### src/rtl/muldiv_pkg.sv
// Shared encodings and defaults for the iterative multiply/divide stage.
package muldiv_pkg;

  localparam int MULDIV_WIDTH      = 32;
  localparam int MULDIV_REG_ADDR_W = 5;

  typedef enum logic [1:0] {
    OP_MULT  = 2'b00,
    OP_MULTU = 2'b01,
    OP_DIV   = 2'b10,
    OP_DIVU  = 2'b11
  } op_t;

  typedef enum logic [1:0] {
    ST_IDLE = 2'b00,
    ST_CALC = 2'b01,
    ST_FIX  = 2'b10,
    ST_DONE = 2'b11
  } state_t;

  // op[0] clear marks the signed variants, op[1] set marks divide.
  function automatic logic isSignedOp(input logic [1:0] op);
    return ~op[0];
  endfunction

  function automatic logic isDivOp(input logic [1:0] op);
    return op[1];
  endfunction

endpackage

### src/rtl/muldiv_if.sv
// Request, status and writeback bundle between the control path and muldiv_unit.
interface muldiv_if #(
  parameter int WIDTH      = 32,
  parameter int REG_ADDR_W = 5
);
  logic                  start;
  logic                  flush;
  logic [1:0]            op;
  logic [WIDTH-1:0]      srcA;
  logic [WIDTH-1:0]      srcB;
  logic [REG_ADDR_W-1:0] destReg;
  logic                  busy;
  logic                  done;
  logic                  wbWrite;
  logic [REG_ADDR_W-1:0] wbReg;
  logic [WIDTH-1:0]      wbData;
  logic [WIDTH-1:0]      hi;
  logic [WIDTH-1:0]      lo;

  modport master (
    output start, flush, op, srcA, srcB, destReg,
    input  busy, done, wbWrite, wbReg, wbData, hi, lo
  );

  modport slave (
    input  start, flush, op, srcA, srcB, destReg,
    output busy, done, wbWrite, wbReg, wbData, hi, lo
  );
endinterface

### src/rtl/muldiv_step.sv
// One iteration of the unsigned datapath: shift-add multiply or restoring divide.
module muldiv_step #(
  parameter int WIDTH = 32
) (
  input  logic             i_isDiv,
  input  logic [WIDTH-1:0] i_accHi,
  input  logic [WIDTH-1:0] i_accLo,
  input  logic [WIDTH-1:0] i_opnd,
  output logic [WIDTH-1:0] o_accHi,
  output logic [WIDTH-1:0] o_accLo
);

  logic [WIDTH:0] w_sum;
  logic [WIDTH:0] w_shifted;
  logic [WIDTH:0] w_diff;

  // The trial difference is one bit wider than the remainder; its top bit is the borrow.
  always_comb begin
    w_sum     = {1'b0, i_accHi} + (i_accLo[0] ? {1'b0, i_opnd} : {(WIDTH+1){1'b0}});
    w_shifted = {i_accHi, i_accLo[WIDTH-1]};
    w_diff    = w_shifted - {1'b0, i_opnd};
    if (i_isDiv) begin
      o_accHi = w_diff[WIDTH] ? w_shifted[WIDTH-1:0] : w_diff[WIDTH-1:0];
      o_accLo = {i_accLo[WIDTH-2:0], ~w_diff[WIDTH]};
    end else begin
      o_accHi = w_sum[WIDTH:1];
      o_accLo = {w_sum[0], i_accLo[WIDTH-1:1]};
    end
  end

endmodule

### src/rtl/muldiv_unit.sv
// Iterative MULT/MULTU/DIV/DIVU stage with HI/LO result registers and a one-cycle
// register-file writeback pulse.
module muldiv_unit
  import muldiv_pkg::*;
#(
  parameter int WIDTH      = MULDIV_WIDTH,
  parameter int REG_ADDR_W = MULDIV_REG_ADDR_W
) (
  input  logic     clock,
  input  logic     reset,
  muldiv_if.slave  bus
);

  localparam int CNT_W = (WIDTH > 1) ? $clog2(WIDTH) : 1;

  state_t                r_state;
  logic [CNT_W-1:0]      r_count;
  logic [1:0]            r_op;
  logic                  r_signA;
  logic                  r_signB;
  logic [WIDTH-1:0]      r_opnd;
  logic [WIDTH-1:0]      r_accHi;
  logic [WIDTH-1:0]      r_accLo;
  logic [WIDTH-1:0]      r_hi;
  logic [WIDTH-1:0]      r_lo;
  logic [REG_ADDR_W-1:0] r_destReg;

  logic [WIDTH-1:0]      w_magA;
  logic [WIDTH-1:0]      w_magB;
  logic                  w_divZero;
  logic [WIDTH-1:0]      w_stepHi;
  logic [WIDTH-1:0]      w_stepLo;
  logic [WIDTH-1:0]      w_fixHi;
  logic [WIDTH-1:0]      w_fixLo;
  logic [2*WIDTH-1:0]    w_negProd;
  logic                  w_done;

  assign w_magA    = (isSignedOp(bus.op) && bus.srcA[WIDTH-1]) ? -bus.srcA : bus.srcA;
  assign w_magB    = (isSignedOp(bus.op) && bus.srcB[WIDTH-1]) ? -bus.srcB : bus.srcB;
  assign w_divZero = isDivOp(bus.op) && (bus.srcB == '0);

  muldiv_step #(.WIDTH(WIDTH)) u_step (
    .i_isDiv (isDivOp(r_op)),
    .i_accHi (r_accHi),
    .i_accLo (r_accLo),
    .i_opnd  (r_opnd),
    .o_accHi (w_stepHi),
    .o_accLo (w_stepLo)
  );

  // Sign fixup: divide negates quotient on differing signs and remainder on a negative dividend.
  assign w_negProd = -{r_accHi, r_accLo};
  always_comb begin
    w_fixHi = r_accHi;
    w_fixLo = r_accLo;
    if (isSignedOp(r_op)) begin
      if (isDivOp(r_op)) begin
        if (r_signA ^ r_signB) w_fixLo = -r_accLo;
        if (r_signA)           w_fixHi = -r_accHi;
      end else if (r_signA ^ r_signB) begin
        {w_fixHi, w_fixLo} = w_negProd;
      end
    end
  end

  always_ff @(posedge clock or negedge reset) begin
    if (!reset) begin
      r_state   <= ST_IDLE;
      r_count   <= '0;
      r_op      <= '0;
      r_signA   <= 1'b0;
      r_signB   <= 1'b0;
      r_opnd    <= '0;
      r_accHi   <= '0;
      r_accLo   <= '0;
      r_hi      <= '0;
      r_lo      <= '0;
      r_destReg <= '0;
    end else if (bus.flush) begin
      r_state <= ST_IDLE;
    end else begin
      case (r_state)
        ST_IDLE, ST_DONE: begin
          r_state <= ST_IDLE;
          if (bus.start) begin
            r_op      <= bus.op;
            r_destReg <= bus.destReg;
            r_signA   <= bus.srcA[WIDTH-1];
            r_signB   <= bus.srcB[WIDTH-1];
            r_count   <= '0;
            r_accHi   <= '0;
            if (w_divZero) begin
              r_state <= ST_DONE;
              r_hi    <= bus.srcA;
              r_lo    <= '1;
            end else begin
              // Divide keeps the dividend in the low accumulator; multiply keeps the multiplier there.
              r_state <= ST_CALC;
              r_opnd  <= isDivOp(bus.op) ? w_magB : w_magA;
              r_accLo <= isDivOp(bus.op) ? w_magA : w_magB;
            end
          end
        end
        ST_CALC: begin
          r_accHi <= w_stepHi;
          r_accLo <= w_stepLo;
          r_count <= r_count + CNT_W'(1);
          if (r_count == CNT_W'(WIDTH-1)) r_state <= ST_FIX;
        end
        ST_FIX: begin
          r_hi    <= w_fixHi;
          r_lo    <= w_fixLo;
          r_state <= ST_DONE;
        end
        default: r_state <= ST_IDLE;
      endcase
    end
  end

  assign w_done      = (r_state == ST_DONE);
  assign bus.busy    = (r_state == ST_CALC) || (r_state == ST_FIX);
  assign bus.done    = w_done;
  assign bus.wbWrite = w_done;
  assign bus.wbReg   = r_destReg;
  assign bus.wbData  = r_lo;
  assign bus.hi      = r_hi;
  assign bus.lo      = r_lo;

endmodule
### src/flat_wrapper.sv
// flat-port wrapper written by rule: the top's interface ports become plain ports
module muldiv_unit_flat import muldiv_pkg::*;
#(
  parameter int WIDTH      = MULDIV_WIDTH,
  parameter int REG_ADDR_W = MULDIV_REG_ADDR_W
)
  (clock, reset, bus_start, bus_flush, bus_op, bus_srcA, bus_srcB, bus_destReg, bus_busy, bus_done, bus_wbWrite, bus_wbReg, bus_wbData, bus_hi, bus_lo);
  muldiv_if #(.WIDTH(WIDTH), .REG_ADDR_W(REG_ADDR_W)) bus_i ();
  input  logic clock;
  input  logic reset;
  input wire logic [$bits(bus_i.start)-1:0] bus_start;
  input wire logic [$bits(bus_i.flush)-1:0] bus_flush;
  input wire logic [$bits(bus_i.op)-1:0] bus_op;
  input wire logic [$bits(bus_i.srcA)-1:0] bus_srcA;
  input wire logic [$bits(bus_i.srcB)-1:0] bus_srcB;
  input wire logic [$bits(bus_i.destReg)-1:0] bus_destReg;
  output wire logic [$bits(bus_i.busy)-1:0] bus_busy;
  output wire logic [$bits(bus_i.done)-1:0] bus_done;
  output wire logic [$bits(bus_i.wbWrite)-1:0] bus_wbWrite;
  output wire logic [$bits(bus_i.wbReg)-1:0] bus_wbReg;
  output wire logic [$bits(bus_i.wbData)-1:0] bus_wbData;
  output wire logic [$bits(bus_i.hi)-1:0] bus_hi;
  output wire logic [$bits(bus_i.lo)-1:0] bus_lo;
  assign bus_i.start = bus_start;
  assign bus_i.flush = bus_flush;
  assign bus_i.op = bus_op;
  assign bus_i.srcA = bus_srcA;
  assign bus_i.srcB = bus_srcB;
  assign bus_i.destReg = bus_destReg;
  assign bus_busy = bus_i.busy;
  assign bus_done = bus_i.done;
  assign bus_wbWrite = bus_i.wbWrite;
  assign bus_wbReg = bus_i.wbReg;
  assign bus_wbData = bus_i.wbData;
  assign bus_hi = bus_i.hi;
  assign bus_lo = bus_i.lo;
  muldiv_unit #(.WIDTH(WIDTH), .REG_ADDR_W(REG_ADDR_W)) u_core (.clock(clock), .reset(reset), .bus(bus_i));
endmodule
### config.mk
export PLATFORM = sky130hd
export DESIGN_NAME = muldiv_unit_flat
export DESIGN_NICKNAME = d
export VERILOG_FILES = /design/src/rtl/muldiv_pkg.sv /design/src/rtl/muldiv_if.sv /design/src/rtl/muldiv_step.sv /design/src/rtl/muldiv_unit.sv /design/src/flat_wrapper.sv
export SDC_FILE = /design/constraint.sdc
export NUM_CORES = 1
export LEC_CHECK = 0
export BUFFER_PORTS_ARGS = -buffer_cell sky130_fd_sc_hd__buf_2
export CORE_UTILIZATION = 35
export CTS_CLUSTER_SIZE = 8
export DETAILED_ROUTE_END_ITERATION = 10
export GPL_TIMING_DRIVEN = 0
export PLACE_DENSITY = 0.54
export SLEW_MARGIN = 10
export SYNTH_ARGS = -nofsm -noshare
export SYNTH_HDL_FRONTEND = slang
export SYNTH_HIERARCHICAL = 1
export SYNTH_SLANG_ARGS = --single-unit
### constraint.sdc
create_clock -name clock -period 3.6 [get_ports clock]
set_input_delay 0.54 -clock clock [delete_from_list [all_inputs] [get_ports clock]]
set_output_delay 0.54 -clock clock [all_outputs]
set_load 0.01 [all_outputs]
==> summary.txt, run 1 <==
Status
  – Status: finished with violations
  – Failing checks: setup timing

Setup path
  – R2R Setup Slk: -0.17 ns
  – CP Data Required Time: 3.94 ns
  – CP Max Fanout: 10
  – Cell type of the slowest stage on the worst timing path: dfrtp_4
  – Crit path cell chain: buf_4, inv_1, ha_1, or4b_4, or4_4, buf_6, nor4_4, buf_4, buf_6, o22ai_1, xor2_1, a21oi_2, nor2_1
  – CP startpoint kind: flop
  – Crit end category: flop
  – Crit-path max cell delay: 0.58 ns
  – Worst setup path class: reg -> reg
  – Critical path arrival: 4.11 ns

Timing
  – Fin. Hold Viols: 0
  – Clk_skew: 0.0139 ns
  – Final setup violation count: 8
  – Final period util: 105%
  – Min Clock Period, post-route: 3.77 ns
  – Max Slew Vio Count: 0
  – RSZ-0062 raised after global routing: yes
  – Fmax: 265 MHz
  – Slew @ Worst Pin: 1.12 ns
  – Headroom to the max-slew limit: 24.7%
  – Worst path setup slack after routing: -0.172 ns
  – Hold_ws: 0.0964 ns

Layout
  – Fin cells: 2865
  – Post-layout instance area: 19000 um2
  – Layout Utilization: 42.7%
  – Nets: 2411
  – Layout area overhead: 19.4%
  – N_diodes: 0
  – Share of cells above drive strength 1: 19.5%

Pwr
  – Logic pwr share: 67.8%
  – Net switching power: 10.2 mW
  – Internal power: 8.88 mW
  – Net Sw Frac: 53.5%
  – Power per cell area: 1000 nW/um2
  – Leakage: 8.40 nW
  – Clock power share: 9.5%
  – Sequential share of power: 22.7%
  – Worst vdd ir: 0.433 mV

Synthesis
  – Post-synth top area cell: dfrtp_1
  – Netlist Area Pre-Place: 15900 um2
  – Mean Syn Cell Area: 7.81 um2
  – Syn nets: 2186
  – Fraction of registers with async set/reset: 100%
  – Top_reg_cell synth: dfrtp_1
  – Distinct cells, synth: 82
  – Seq/Total Area, Yosys: 27.7%
  – Synth warn: 6
  – Area fraction of the dominant cell type after synthesis: 27.7%
  – Count leader, synth: nor2_1
  – Synth top area cells: dfrtp_1 28%, ha_1 5.7%, xnor2_1 5.5%
  – Number of flops mapped to enable cells by yosys: 0
  – Post-synth top cells: 211 x nor2_1, 202 x nand2_1, 176 x dfrtp_1, 174 x a21oi_1, 122 x o21ai_0
  – Post-Syn Instances: 2036
  – Yosys reg bits: 176

GRT
  – First-pass GRT wire length: 101000 um
  – Number of global-route vias before repair: 15900
  – GRT Overall Usage: 28.9%
  – Pin count of the biggest net entering global routing: 90
  – Initial antenna violation count: 1
  – Remaining Overflow, GRT: 0

CTS
  – H-tree Lvls: 4
  – CTS tree: done
  – Insertion delay to the later sink of the worst-skew pair: 0.46 ns
  – CTS Buffer Depth: 2
  – Hold buffer count at CTS: 0
  – Clk slew on worst S/H paths: 0.07 ns
  – Clk Tree Root Cell: clkbuf_16
  – CTS Sinks: 176
  – Clock buffer count from CTS: 17

Die
  – Core region area: 44500 um2
  – Die area: 46300 um2
  – Die Wd: 215 um
  – Ports: 179
  – Starting Density: 35.7%
  – Row cnt: 77
  – Die height: 215 um

Routing
  – Post-route DRC violation count: 0
  – Vias per inst: 5.89
  – Post-route ant nets: 0
  – Routed wire length: 68100 um
  – Wirelength per Cell: 23.8 um
  – Vias: 16900
  – Drt first pass iters: 7
  – Starting DRT DRC Count: 1807

Placed design
  – Placed insts: 2807
  – Dpl hpwl: 54000 um
  – Number of buffers added on ports: 178
  – RePlAce Congestion: 0.969
  – Placed cell area: 17600 um2

Min path
  – Worst min path class: in -> async

Flow run
  – Max_cap viols: 0
layout make-up:
type                       instances  area [um2]
buffer                           151         807
clock buffer                      20         467
clock inverter                    11        81.3
inverter                          65         244
fill                            4618       25500
tap                              592         741
timing repair buffer             210        1200
multi-input combinational       1640       11000
sequential                       176        4420
layer usage:
layer	global-route usage [%]	wire, um	vias up
met5	0	0	-
met4	10.0	2520	0
met3	5.72	5590	108
met2	43.0	28900	741
met1	41.4	31000	8257
li1	-	-	7771
metrics by stage:
stage	power (mW)	setup TNS [ns]	setup WS, ns
2_1_floorplan	11.8	0	0.0273
3_3_place_gp	15.8	-210.42	-1.10
3_5_place_dp	15.9	-31.88	-1.16
4_1_cts	18.2	-0.234	-0.145
5_1_grt	20.3	-1.79	-0.186
6_report	19.1	-0.555	-0.172
path summary, 6_finish.rpt:
check	start	to	cells past startpoint
max	u_core/r_accLo[0]$_DFFE_PN0P_	u_core/bus.hi[20]$_DFFE_PN0P_	13
min	reset	u_core/bus.lo[7]$_DFFE_PN0P_	1
max reg2reg	u_core/r_accLo[0]$_DFFE_PN0P_	u_core/bus.hi[20]$_DFFE_PN0P_	13
min reg2reg	u_core/bus.hi[14]$_DFFE_PN0P_	u_core/bus.hi[14]$_DFFE_PN0P_	2
max in group asynchronous	reset	u_core/r_accHi[28]$_DFFE_PN0P_	2
min in group clock	bus_flush	u_core/r_state[0]$_DFFE_PN0P_	2
state kept, by name, summed over array words and instances, names as in the netlist:
signal            cells
u_core/r_count        5
u_core/r_opnd        32
u_core/r_accLo       32
u_core/bus.wbReg      5
u_core/r_accHi       32
u_core/r_signB        1
u_core/bus.hi        32
u_core/r_op           2
u_core/bus.lo        32
u_core/r_state        2
u_core/r_signA        1
cell families (layout without fill, tap and decap cells):
family / count (synthesis) / after routing / synth area share (%)
AND/OR/NAND/NOR: 749 / 749 / 22.8
AO/OA/AOI/OAI: 559 / 559 / 22.1
buffers and inverters: 220 / 457 / 6.21
flip-flops: 176 / 176 / 27.7
XOR/XNOR: 168 / 168 / 9.25
multiplexers: 89 / 89 / 5.92
adder cells (fa/ha/maj): 75 / 75 / 5.99
power by group through the flow:
| stage | sequential (mW) | combinational, mW | clock, mW |
|---|---|---|---|
| after detailed placement | 4.29 | 11.6 | 0 |
| after global placement | 4.28 | 11.5 | 0 |
| after global routing | 4.37 | 14.0 | 1.93 |
| after floorplan | 3.69 | 8.09 | 0 |
| after CTS | 4.25 | 12.1 | 1.85 |
| final | 4.33 | 12.9 | 1.82 |
placed cells by master (no fill, tap or decap), drive strengths merged, types with 52 or more instances in the layout:
master and count:
a21oi 176, a31oi 52, buf 270, clkbuf 111, dfrtp 176, ha 73, inv 68, nand2 203
nand3 74, nor2 211, o21ai 133, xnor2 100, xor2 68
critical path, delay by kind of cell (launching register included):
kind            cells  cell delay (ns)
compound gates      2             0.39
simple gates        4             1.44
fa+ha+maj           1             0.20
flops               1             0.58
buf+inv             5             0.86
xor+xnor            1             0.17
timing repair:
item	CTS	global route
gates cloned	2	0
setup endpoints to repair	46	49
gates resized for setup	75	69
setup buffers	16	13
pin swaps	17	25
Note: power is estimated with default switching activity, not from simulation.
==> run 2: changes to the inputs <==
Settings changed: HOLD_SLACK_MARGIN from default to 0.15, SYNTH_HIERARCHICAL 1 to default.
==> run 2 against run 1 <==
  * The flow now finishes without violations
  * Sequential power fell by 13%
  * Final cell count fell by 1.7%
  * Core utilization fell by 0.96 points
  * Critical path type unchanged
==> summary.txt, run 2 <==
Timing
  – Worst path setup slack after routing: 0.0771 ns
  – Clk_skew: 0.0156 ns
  – Slew @ Worst Pin: 0.865 ns
  – Min Clock Period, post-route: 3.52 ns
  – Fin. Hold Viols: 0
  – Final setup violation count: 0
  – Fmax: 284 MHz
  – Final period util: 97.9%
  – Max Slew Vio Count: 0
  – Headroom to the max-slew limit: 41.8%

Synthesis
  – Post-Syn Instances: 2008
  – Distinct cells, synth: 80
  – Synth warn: 0
  – Count leader, synth: nor2_1
  – Syn nets: 2158
  – Synth top area cells: dfrtp_1 28%, o21ai_0 6.4%, a21oi_1 6.1%
  – Seq/Total Area, Yosys: 28.3%
  – Area fraction of the dominant cell type after synthesis: 28.3%
  – Mean Syn Cell Area: 7.74 um2
  – Fraction of registers with async set/reset: 100%
  – Top_reg_cell synth: dfrtp_1
  – Post-synth top area cell: dfrtp_1
  – Number of flops mapped to enable cells by yosys: 0
  – Post-synth top cells: 233 x nor2_1, 203 x nand2_1, 200 x o21ai_0, 189 x a21oi_1, 176 x dfrtp_1
  – Yosys reg bits: 176
  – Netlist Area Pre-Place: 15600 um2

CTS
  – Insertion delay to the later sink of the worst-skew pair: 0.47 ns
  – CTS Buffer Depth: 2
  – H-tree Lvls: 4
  – Clock buffer count from CTS: 17
  – CTS Sinks: 176
  – Clk Tree Root Cell: clkbuf_16
  – Clk slew on worst S/H paths: 0.08 ns
  – CTS tree: done

Setup path
  – Worst setup path class: reg -> reg
  – Cell type of the slowest stage on the worst timing path: dfrtp_2
  – Crit path cell chain: inv_1, ha_1, fa_1, nand2b_4, a211oi_4, o21a_2, o41ai_4, o2111a_2, nor3_4, buf_12, buf_4, buf_4, mux2_2, nand2_1, a221oi_1
  – Crit-path max cell delay: 0.39 ns
  – CP startpoint kind: flop
  – CP Max Fanout: 5
  – CP dominant cell by count: buf_4
  – CP Data Required Time: 3.91 ns
  – Critical path arrival: 3.83 ns
  – Crit end category: flop

Routing
  – Wirelength per Cell: 22.7 um
  – Routed wire length: 64000 um
  – Post-route ant nets: 0
  – Post-route DRC violation count: 0
  – Vias per inst: 5.79
  – Starting DRT DRC Count: 1502
  – Vias: 16300
  – Drt first pass iters: 6

Pwr
  – Leakage: 7.83 nW
  – Net switching power: 8.85 mW
  – Sequential share of power: 22.3%
  – Logic pwr share: 66.9%
  – Power per cell area: 930 nW/um2
  – Clock power share: 10.7%
  – Worst vdd ir: 0.474 mV
  – Internal power: 8.01 mW
  – Net Sw Frac: 52.5%

Layout
  – Commonest non-fill, non-tap cells in the layout: 232 x nor2_1, 203 x nand2_1, 195 x o21ai_0
  – N_diodes: 0
  – Fin cells: 2817
  – Layout area overhead: 16.5%
  – Fill cells: 4539
  – Total area of sequential cells: 4420 um2
  – Area of the multi-input gates: 10300 um2
  – Nets: 2369
  – Commonest non-fill, non-tap cell in the layout: nor2_1
  – Share of cells above drive strength 1: 16.8%

Min path
  – Worst min path class: in -> reg

Die
  – Row cnt: 76
  – Core region area: 43500 um2
  – Die Wd: 213 um
  – Die height: 213 um
  – Starting Density: 35.8%
  – Ports: 179
  – Die area: 45300 um2

Flow run
  – Max_cap viols: 0

GRT
  – Pin count of the biggest net entering global routing: 95
  – Number of global-route vias before repair: 15000
  – Remaining Overflow, GRT: 0
  – GRT Overall Usage: 28.1%
  – Initial antenna violation count: 4
  – First-pass GRT wire length: 94700 um

Placed design
  – Number of buffers added on ports: 177
  – Placed insts: 2771
  – RePlAce Congestion: 0.956
  – Pre-CTS setup slack: -1.06 ns
  – Dpl hpwl: 51700 um

Status
  – Status: finished, final reports clean
==> run 2: critical path: cells and delay by family, from the launching register on <==
family / cells / cell delay [ns]
DFF: 1 / 0.39
muxes: 1 / 0.32
and+or+nand+nor: 3 / 0.46
AOI/OAI and AO/OA: 5 / 1.12
buffers and inverters: 4 / 0.46
adders and majority gates: 2 / 0.62
==> run 2: per-layer routing <==
layer / global-route usage, % / share of wire, % / vias up
li1: - / - / 7591
met1: 38.1 / 44 / 7868
met2: 44.3 / 45 / 744
met3: 4.15 / 6.8 / 117
met4: 12.6 / 4.0 / 4
met5: 0 / 0.036 / -
==> run 2: cell families after synthesis <==
kind of cell	Yosys count	share of synthesized area, %
multiplexers	75	5.13
flip-flops	176	28.3
AO/OA/AOI/OAI	655	25.6
buffers and inverters	218	6.26
XOR/XNOR	173	9.74
AND/OR/NAND/NOR	636	18.8
adder cells (fa/ha/maj)	75	6.13
==> run 2: area by class of cell <==
class	instances	share of cell area, %
clock buffer	18	2.37
multi-input combinational	1614	57.1
clock inverter	14	0.587
sequential	176	24.4
tap	585	4.04
inverter	69	1.45
buffer	145	4.07
timing repair buffer	196	6.02
==> run 2: power groups by stage <==
stage / Clock [mW] / Sequential [mW] / Combinational (mW)
floorplan: 0 / 3.63 / 7.21
global placement: 0 / 3.75 / 10.6
detailed placement: 0 / 3.78 / 10.7
CTS: 1.83 / 3.75 / 10.9
global route: 1.90 / 3.87 / 12.3
finish: 1.81 / 3.77 / 11.3
==> run 2: final timing paths <==
kind / from / to / slack [ns] / depth (start not counted)
max: u_core.r_accLo[31]$_DFFE_PN0P_ / u_core.r_accHi[11]$_DFFE_PN0P_ / 0.08 / 15
min: bus_flush / u_core.r_state[1]$_DFFE_PN0P_ / 0.30 / 2
max reg2reg: u_core.r_accLo[31]$_DFFE_PN0P_ / u_core.r_accHi[11]$_DFFE_PN0P_ / 0.08 / 15
min reg2reg: u_core.bus.hi[7]$_DFFE_PN0P_ / u_core.bus.hi[7]$_DFFE_PN0P_ / 0.48 / 2
max in group asynchronous: reset / u_core.r_accLo[31]$_DFFE_PN0P_ / 1.99 / 3
min in group asynchronous: reset / u_core.bus.hi[6]$_DFFE_PN0P_ / 0.67 / 2
==> run 2: repair_timing <==
action / in CTS / in global routing
setup buffers: 7 / 9
gates resized for setup: 25 / 38
cloned: 0 / 1
pin swaps: 4 / 13
endpoints found under the hold margin: 82 / 0
endpoints found under the setup margin: 48 / 57
hold buffers: 1 / 0
==> run 2: metrics by stage <==
step                      setup TNS [ns]  hold WS, ns  area [um2]  util, %  total power [mW]
after floorplan                        0        0.244       15600        -              10.8
final                                  0        0.302       18100     41.7              16.9
after detailed placement          -44.99        0.466       17200     39.6              14.5
after global routing             -0.0103        0.310       18100     41.7              18.1
after CTS                              0        0.283       17900     41.2              16.5
after global placement           -221.24        0.463       17200     39.5              14.4
==> run 3: changes to the inputs <==
Settings changed: HOLD_SLACK_MARGIN 0.15 to 0.05, PLACE_DENSITY 0.54 to 0.63.
==> run 3 against run 2 <==
  * Sequential cell count did not move
  * Combinational power barely moved
  * Setup slack got worse by 0.033 ns
  * Power rose by 0.60%
  * Clock power rose by 9%
  * Critical path type unchanged
  * Critical endpoint is now u_core.r_accHi[29]$_DFFE_PN0P_
==> summary.txt, run 3 (synthesized netlist as in run 2, its figures left out) <==
Status
  – Status: finished, final reports clean

Setup path
  – Crit end category: flop
  – Critical path arrival: 3.91 ns
  – CP startpoint kind: flop
  – CP Max Fanout: 7
  – Worst setup path class: reg -> reg
  – CP Data Required Time: 3.95 ns

Timing
  – Headroom to the max-slew limit: 7.53%
  – Fmax: 281 MHz
  – Fin. Hold Viols: 0
  – Clk_skew: 0.0115 ns
  – Final setup violation count: 0
  – Slew @ Worst Pin: 1.38 ns
  – Hold_ws: 0.113 ns
  – Final period util: 98.8%
  – Min Clock Period, post-route: 3.56 ns
  – Worst path setup slack after routing: 0.0445 ns
  – RSZ-0062 raised after global routing: yes
  – Max Slew Vio Count: 0

CTS
  – CTS tree: done
  – H-tree Lvls: 4
  – CTS Sinks: 176
  – Insertion delay to the later sink of the worst-skew pair: 0.46 ns
  – Hold buffer count at CTS: 0
  – Clock buffer count from CTS: 17
  – Clk slew on worst S/H paths: 0.08 ns
  – CTS Buffer Depth: 2
  – Clk Tree Root Cell: clkbuf_16

Pwr
  – Pwr Total: 17.0 mW
  – Worst vdd ir: 0.425 mV
  – Power per cell area: 931 nW/um2
  – Leakage: 7.92 nW

Placed design
  – RePlAce Congestion: 0.977
  – Number of buffers added on ports: 177
  – Dpl hpwl: 50400 um
  – Pre-CTS setup slack: -0.950 ns
  – Placed cell area: 17200 um2

Layout
  – Layout area overhead: 17.1%
  – Nets: 2375
  – Commonest non-fill, non-tap cell in the layout: nor2_1
  – Post-layout instance area: 18200 um2
  – Share of cells above drive strength 1: 16.8%
  – Layout Utilization: 41.9%
  – Commonest non-fill, non-tap cells in the layout: 233 x nor2_1, 203 x nand2_1, 197 x o21ai_0
  – N_diodes: 0

Die
  – Die Wd: 213 um
  – Row cnt: 76
  – Core region area: 43500 um2
  – Ports: 179
  – Die area: 45300 um2
  – Starting Density: 35.8%
  – Die height: 213 um

Routing
  – Starting DRT DRC Count: 1613
  – Post-route ant nets: 0
  – Vias: 16200
  – Drt first pass iters: 6
  – Routed wire length: 62500 um
  – Wirelength per Cell: 22.1 um
  – Vias per inst: 5.73
  – Post-route DRC violation count: 0

GRT
  – GRT Overall Usage: 27.0%
  – Pin count of the biggest net entering global routing: 101
  – Remaining Overflow, GRT: 0
  – First-pass GRT wire length: 92200 um
  – Number of global-route vias before repair: 15100
  – Initial antenna violation count: 1

Flow run
  – Max_cap viols: 0

Min path
  – Worst min path class: in -> async
==> run 3: cell types whose count changed in the layout (fill, tap and decap cells not counted), sizes merged <==
cell	before	now
inv	73	72
clkinvlp	4	2
bufinv	0	2
dlygate4sd3	1	0
clkbuf	103	104
buf	255	262
==> run 3: metrics by stage <==
step	setup TNS, ns	instances
after floorplan	0	2008
after global placement	-211.26	2770
after detailed placement	-46.47	2771
after CTS	0	2809
after global routing	-0.541	2823
final	0	2823
==> run 3: what timing repair did <==
item                       4_1_cts  5_1_grt
setup endpoints to repair       49       47
resized for setup               20       38
pin swaps                        3       13
buffers inserted                 7       16
==> run 3: worst max-delay path: stages (launching register included) <==
cell      delay (ns)
dfrtp_1         0.49
ha_1            0.41
o21ai_0         0.17
a21oi_1         0.09
o21ai_0         0.78
a31oi_1         0.27
nor2_1          0.31
o211ai_1        0.27
a21oi_1         0.18
and4b_1         0.21
o32ai_1         0.27
==> run 3: power by group <==
part / leakage (nW) / switching [mW] / internal, mW
sequential: 2.12 / 0.978 / 2.81
combinational: 5.51 / 6.90 / 4.30
clock: 0.291 / 0.911 / 1.06
==> run 3: worst paths after layout <==
| kind | from | to | slack, ns | cells past startpoint |
|---|---|---|---|---|
| worst max-delay path | u_core.r_accHi[1]$_DFFE_PN0P_ | u_core.r_accHi[29]$_DFFE_PN0P_ | 0.04 | 10 |
| worst min-delay path | reset | u_core.r_accHi[23]$_DFFE_PN0P_ | 0.11 | 1 |
| worst max register to register | u_core.r_accHi[1]$_DFFE_PN0P_ | u_core.r_accHi[29]$_DFFE_PN0P_ | 0.04 | 10 |
| worst min register to register | u_core.bus.hi[9]$_DFFE_PN0P_ | u_core.bus.hi[9]$_DFFE_PN0P_ | 0.48 | 2 |
| max in group asynchronous | reset | u_core.bus.hi[1]$_DFFE_PN0P_ | 2.58 | 2 |
| min in group clock | bus_flush | u_core.r_state[0]$_DFFE_PN0P_ | 0.30 | 2 |
==> run 3: layer usage <==
| metal | GRT usage (%) | share of wire (%) |
|---|---|---|
| met5 | 0 | 0.021 |
| met3 | 3.02 | 6.4 |
| met2 | 44.3 | 46 |
| met4 | 11.9 | 4.0 |
| met1 | 35.8 | 43 |
==> run 3: area by class of cell <==
cell class                 count  area [um2]
buffer                       146         749
clock buffer                  19         443
clock inverter                13         154
fill                        4455       25200
inverter                      69         263
multi-input combinational   1614       10400
sequential                   176        4410
tap                          585         732
timing repair buffer         201        1110
